`src/rtl/dmem_access_unit_if.sv`:
```
// Data-memory bus between the access unit (master) and the memory (slave).
interface dmem_access_unit_if #(
   parameter int ADDR_W = 32,
   parameter int DATA_W = 32
);
   logic              mem_en;
   logic              mem_we;
   logic [ADDR_W-1:0] mem_addr;
   logic [DATA_W-1:0] mem_wdata;
   logic [DATA_W-1:0] mem_rdata;
   logic              mem_ack;

   modport master (
      output mem_en, mem_we, mem_addr, mem_wdata,
      input  mem_rdata, mem_ack
   );

   modport slave (
      input  mem_en, mem_we, mem_addr, mem_wdata,
      output mem_rdata, mem_ack
   );
endinterface

```
`src/rtl/dmem_access_unit.sv`:
```
// Multi-cycle load/store stage with ack timeout; stalls the CPU until the access resolves.
// Optional feature macro: DMEM_MISALIGN_TRAP_EN (misaligned requests fail without a bus cycle).
module dmem_access_unit #(
   parameter int ADDR_W  = 32,
   parameter int DATA_W  = 32,
   parameter int TIMEOUT = 15
) (
   input  logic              clk,
   input  logic              reset,
   input  logic              req_valid_i,
   input  logic              req_write_i,
   input  logic [ADDR_W-1:0] req_addr_i,
   input  logic [DATA_W-1:0] req_wdata_i,
   output logic              req_ready_o,
   output logic              stall_o,
   output logic              resp_valid_o,
   output logic [DATA_W-1:0] resp_rdata_o,
   output logic              resp_err_o,
   dmem_access_unit_if.master mem_if
);

   localparam logic [1:0] S_IDLE   = 2'd0;
   localparam logic [1:0] S_ACCESS = 2'd1;
   localparam logic [1:0] S_RESP   = 2'd2;
   localparam logic [7:0] TO_LAST  = 8'(TIMEOUT - 1);

   logic [1:0]        state_q, state_d;
   logic [7:0]        cnt_q, cnt_d;
   logic              write_q, write_d;
   logic [ADDR_W-3:0] addr_q, addr_d;
   logic [DATA_W-1:0] wdata_q, wdata_d;
   logic              req_ready_q, resp_valid_q, resp_err_q, mem_en_q, mem_we_q;
   logic [DATA_W-1:0] resp_rdata_q;
   logic [DATA_W-1:0] res_rdata_s;
   logic              res_err_s;
   logic              misalign_s;

`ifdef DMEM_MISALIGN_TRAP_EN
   assign misalign_s = (req_addr_i[1:0] != 2'b00);
`else
   logic lint_unused_s;
   assign misalign_s    = 1'b0;
   assign lint_unused_s = ^req_addr_i[1:0];
`endif

   // Next-state and response-value selection; res_* are nonzero only on the edge into RESP.
   always_comb begin
      state_d     = state_q;
      cnt_d       = cnt_q;
      write_d     = write_q;
      addr_d      = addr_q;
      wdata_d     = wdata_q;
      res_rdata_s = {DATA_W{1'b0}};
      res_err_s   = 1'b0;
      case (state_q)
         S_IDLE: begin
            if (req_valid_i) begin
               write_d = req_write_i;
               addr_d  = req_addr_i[ADDR_W-1:2];
               wdata_d = req_wdata_i;
               cnt_d   = 8'd0;
               if (misalign_s) begin
                  state_d   = S_RESP;
                  res_err_s = 1'b1;
               end else begin
                  state_d = S_ACCESS;
               end
            end else begin
               state_d = S_IDLE;
            end
         end
         S_ACCESS: begin
            // An ack on the final allowed cycle still counts as success.
            if (mem_if.mem_ack) begin
               state_d     = S_RESP;
               res_rdata_s = write_q ? {DATA_W{1'b0}} : mem_if.mem_rdata;
            end else if (cnt_q == TO_LAST) begin
               state_d   = S_RESP;
               res_err_s = 1'b1;
            end else begin
               cnt_d = cnt_q + 8'd1;
            end
         end
         S_RESP: begin
            state_d = S_IDLE;
         end
         default: begin
            state_d = S_IDLE;
         end
      endcase
   end

   // State, latched request and output registers, all decoded from the next state.
   always_ff @(posedge clk) begin
      if (reset) begin
         state_q      <= S_IDLE;
         cnt_q        <= 8'd0;
         write_q      <= 1'b0;
         addr_q       <= {(ADDR_W-2){1'b0}};
         wdata_q      <= {DATA_W{1'b0}};
         req_ready_q  <= 1'b1;
         resp_valid_q <= 1'b0;
         resp_rdata_q <= {DATA_W{1'b0}};
         resp_err_q   <= 1'b0;
         mem_en_q     <= 1'b0;
         mem_we_q     <= 1'b0;
      end else begin
         state_q      <= state_d;
         cnt_q        <= cnt_d;
         write_q      <= write_d;
         addr_q       <= addr_d;
         wdata_q      <= wdata_d;
         req_ready_q  <= (state_d == S_IDLE);
         resp_valid_q <= (state_d == S_RESP);
         resp_rdata_q <= res_rdata_s;
         resp_err_q   <= res_err_s;
         mem_en_q     <= (state_d == S_ACCESS);
         mem_we_q     <= (state_d == S_ACCESS) & write_d;
      end
   end

   assign req_ready_o      = req_ready_q;
   assign resp_valid_o     = resp_valid_q;
   assign resp_rdata_o     = resp_rdata_q;
   assign resp_err_o       = resp_err_q;
   assign stall_o          = req_valid_i & ~resp_valid_q;
   assign mem_if.mem_en    = mem_en_q;
   assign mem_if.mem_we    = mem_we_q;
   assign mem_if.mem_addr  = {addr_q, 2'b00};
   assign mem_if.mem_wdata = wdata_q;

endmodule

```
`src/flat_wrapper.sv`:
```
// flat-port wrapper written by rule: the top's interface ports become plain ports
module dmem_access_unit_flat 
#(
   parameter int ADDR_W  = 32,
   parameter int DATA_W  = 32,
   parameter int TIMEOUT = 15
)
  (clk, reset, req_valid_i, req_write_i, req_addr_i, req_wdata_i, req_ready_o, stall_o, resp_valid_o, resp_rdata_o, resp_err_o, mem_if_mem_en, mem_if_mem_we, mem_if_mem_addr, mem_if_mem_wdata, mem_if_mem_rdata, mem_if_mem_ack);
  dmem_access_unit_if #(.ADDR_W(ADDR_W), .DATA_W(DATA_W)) mem_if_i ();
  input  logic clk;
  input  logic reset;
  input  logic req_valid_i;
  input  logic req_write_i;
  input  logic [ADDR_W-1:0] req_addr_i;
  input  logic [DATA_W-1:0] req_wdata_i;
  output logic req_ready_o;
  output logic stall_o;
  output logic resp_valid_o;
  output logic [DATA_W-1:0] resp_rdata_o;
  output logic resp_err_o;
  output wire logic [$bits(mem_if_i.mem_en)-1:0] mem_if_mem_en;
  output wire logic [$bits(mem_if_i.mem_we)-1:0] mem_if_mem_we;
  output wire logic [$bits(mem_if_i.mem_addr)-1:0] mem_if_mem_addr;
  output wire logic [$bits(mem_if_i.mem_wdata)-1:0] mem_if_mem_wdata;
  input wire logic [$bits(mem_if_i.mem_rdata)-1:0] mem_if_mem_rdata;
  input wire logic [$bits(mem_if_i.mem_ack)-1:0] mem_if_mem_ack;
  assign mem_if_mem_en = mem_if_i.mem_en;
  assign mem_if_mem_we = mem_if_i.mem_we;
  assign mem_if_mem_addr = mem_if_i.mem_addr;
  assign mem_if_mem_wdata = mem_if_i.mem_wdata;
  assign mem_if_i.mem_rdata = mem_if_mem_rdata;
  assign mem_if_i.mem_ack = mem_if_mem_ack;
  dmem_access_unit #(.ADDR_W(ADDR_W), .DATA_W(DATA_W), .TIMEOUT(TIMEOUT)) u_core (.clk(clk), .reset(reset), .req_valid_i(req_valid_i), .req_write_i(req_write_i), .req_addr_i(req_addr_i), .req_wdata_i(req_wdata_i), .req_ready_o(req_ready_o), .stall_o(stall_o), .resp_valid_o(resp_valid_o), .resp_rdata_o(resp_rdata_o), .resp_err_o(resp_err_o), .mem_if(mem_if_i));
endmodule
```
`config.mk`:
```
export PLATFORM = sky130hd
export DESIGN_NAME = dmem_access_unit_flat
export DESIGN_NICKNAME = d
export VERILOG_FILES = /design/src/rtl/dmem_access_unit_if.sv /design/src/rtl/dmem_access_unit.sv /design/src/flat_wrapper.sv
export SDC_FILE = /design/constraint.sdc
export NUM_CORES = 1
export LEC_CHECK = 0
export ABC_AREA = 1
export CAP_MARGIN = 20
export CORE_ASPECT_RATIO = 0.7
export CORE_MARGIN = 4
export CORE_UTILIZATION = 42
export DETAILED_ROUTE_END_ITERATION = 7
export PLACE_DENSITY = 0.85
export SETUP_SLACK_MARGIN = 0.3
export SYNTH_ARGS = -nofsm -noshare
export SYNTH_HDL_FRONTEND = slang
export SYNTH_SLANG_ARGS = --single-unit
```
`constraint.sdc`:
```
create_clock -name clk -period 2.8 [get_ports clk]
set_clock_uncertainty 0.1 [all_clocks]
set_input_delay 0.56 -clock clk [delete_from_list [all_inputs] [get_ports clk]]
set_output_delay 0.56 -clock clk [all_outputs]
set_load 0.01 [all_outputs]
```
==> results.sh <==
export IMPL_drv_cap=0
export IMPL_placed_cells=786
export IMPL_grt_pass1_wl_um=17200
export IMPL_fmax_ghz=0.495
export IMPL_slew_headroom_pct=59.6
export IMPL_min_period_ns=2.02
export IMPL_worstMarginPinSlew_ns=0.606
export IMPL_clock_sinks=110
export IMPL_required_ns=2.14
export IMPL_worstPathCellList="clkdlybuf4s50_1 -> inv_1 -> nor2_1 -> dlymetal6s2s_1"
export IMPL_finalHoldViolCount=0
export IMPL_worstSetupStartpointType="input port"
export IMPL_overflow=0
export IMPL_cp_max_fo=2
export IMPL_drt_vias_per_instance=4.63
export IMPL_num_vias=3716
export IMPL_final_common_cell="clkdlybuf4s50_1"
export IMPL_grt_pass1_vias=3605
export IMPL_fin_nets=780
export IMPL_die_h_um=88.2
export IMPL_grt_setup_unrepaired="false"
export IMPL_antenna_left=0
export IMPL_drc=0
export IMPL_wirelength_um=11200
export IMPL_power_density_nw_per_um2=580
export IMPL_synth_top_family_by_area="simple AND/OR/NAND/NOR gates"
export IMPL_yosys_area_share_simple_pct=23.8
export IMPL_fin_cells=802
export IMPL_fp_dieW_um=123
export IMPL_grt_use_total_pct=20.1
export IMPL_critPathKind="in -> out"
export IMPL_clk_pin_slew_ns=0.07
export IMPL_synth_xor_xnor_area_share_pct=0
export IMPL_pin_count=203
export IMPL_finalCritPeriodShare_pct=72.2
export IMPL_num_rows=28
export IMPL_synth_seq_cells=110
export IMPL_yosysSeqAreaShare_pct=57.0
export IMPL_end_kind="output port"
export IMPL_portBuffers=198
export IMPL_crit_buf_inv=3
export IMPL_synthCells=486
export IMPL_dieArea_um2=10800
export IMPL_final_cell_mix="197 x clkdlybuf4s50_1, 172 x nor2_1, 110 x dfxtp_1"
export IMPL_setup_violations=0
export IMPL_syn_area_um2=3860
export IMPL_dr_pass1_iters=4
export IMPL_ys_warn_count=0
export IMPL_coreArea_um2=8690
export IMPL_tns_ns=0
export IMPL_slowest_delay_ns=0.49
export IMPL_synth_adder_area_share_pct=0.648
export IMPL_synth_compound_area_share_pct=9.46
export IMPL_peakVddDrop_mv=0.405
export IMPL_grt_max_degree=41
export IMPL_drive_gt1_share_pct=5.57
export IMPL_antenna_found_initial=0
export IMPL_fill_cells=688
export IMPL_post_cts_setup_buffer_count=0
export IMPL_arrival_ns=1.36
export IMPL_syn_to_final_growth_pct=60.3
export IMPL_hp_class="reg -> reg"
export IMPL_cts_buffers_inserted=9
export IMPL_cts_tree="yes"
export IMPL_synth_cell_types=25
export IMPL_routabilityCongestion=0.835
export IMPL_report_final_slew_viol_count=0
export IMPL_clockRootBuffer="clkbuf_16"
export IMPL_dpl_hpwl_um=8570
export IMPL_cts_htree_levels=3
export IMPL_leakage_nw=2.63
export IMPL_clk_latency_ns=0.34
export IMPL_critical_path_top_delay_family="buffers and inverters"
export IMPL_ctsLongestPathBuffers=2
export IMPL_whs_ns=0.383
export IMPL_syn_area_per_cell_um2=7.94
export IMPL_start_util_pct=44.4
export IMPL_crit_slowest_cell="clkdlybuf4s50_1"
export IMPL_n_antenna_cell=0
export IMPL_synthMuxAreaShare_pct=0
export IMPL_wl_per_cell_um=14.0
export IMPL_status="completed"
export IMPL_drt_iter0_markers=258
[flip-flops by register name (all words and copies together), names as in the netlist]
register,flops
u_core.addr_q,30
u_core.cnt_q,8
u_core.mem_if.mem_en,1
u_core.mem_if.mem_wdata,32
u_core.mem_if.mem_we,1
u_core.req_ready_o,1
u_core.resp_err_o,1
u_core.resp_rdata_o,32
u_core.resp_valid_o,1
u_core.state_q,2
u_core.write_q,1
[power breakdown]
part	switching, W	internal [W]
Sequential	0.0000531	0.00167
Combinational	0.000290	0.000365
Clock	0.000575	0.000638
[layout make-up]
class	count	area [um2]	share of cell area, %
well taps	120	150	2.43
multi-input cells	300	1320	21.2
clock buffers	11	243	3.92
flip-flops and latches	110	2200	35.6
repair buffers	204	2040	33.0
inverters	52	195	3.15
clock inverters	5	43.8	0.707
[final timing paths]
path / start / endpoint / slack (ns) / cells after the start
min: u_core.mem_if.mem_wdata[23] / u_core.mem_if.mem_wdata[23] / 0.38 / 2
max reg2reg: u_core.state_q[0] / u_core.addr_q[20] / 1.20 / 6
min reg2reg: u_core.mem_if.mem_wdata[23] / u_core.mem_if.mem_wdata[23] / 0.38 / 2
max: req_valid_i / stall_o / 0.78 / 4
[through the flow]
| stage | util, % | power, W | setup WS (ns) | instance area [um2] |
|---|---|---|---|---|
| floorplan | - | 0.00203 | 1.39 | 3860 |
| global placement | 67.9 | 0.00239 | 0.377 | 5900 |
| detailed placement | 67.9 | 0.00242 | 0.387 | 5900 |
| CTS | 71.2 | 0.00363 | 0.386 | 6190 |
| global route | 71.3 | 0.00375 | 0.683 | 6190 |
| finish | 71.3 | 0.00359 | 0.780 | 6190 |
[cell usage after synthesis, drive strengths merged]
cell	count	area, um2
a21oi	5	25.0
buf	19	125
clkbuf	6	27.5
conb	1	3.75
dfxtp	110	2200
ha	2	25.0
inv	52	195
nand2	33	149
nand3	9	62.6
nand4	3	18.8
nor2	175	669
nor3	2	10.0
nor3b	1	7.51
o21ai	68	340
[worst register-to-register path: cells and delay by family (launching register included)]
kind                   cells  cell delay (ns)
DFF                        1             0.36
buffers and inverters      2             0.63
and+or+nand+nor            4             0.44
[logic make-up (layout without fill, tap and decap cells)]
family | after synthesis | after routing
fa+ha+maj | 2 | 2
other cells | 1 | 2
flops | 110 | 110
simple gates | 223 | 223
compound gates | 73 | 73
buf+inv | 77 | 272
[routing by layer]
metal	GRT usage, %	wire (um)	vias up
met5	0	0	-
met4	5.59	175	0
met3	6.96	1010	14
met2	35.6	5650	135
met1	23.3	4360	1698
li1	-	-	1869
[what timing repair did]
item                       in CTS  in global routing
hold buffers                    0                  0
resized for setup               0                  1
setup endpoints to repair       0                  1
Note: power is estimated with default switching activity, not from simulation.
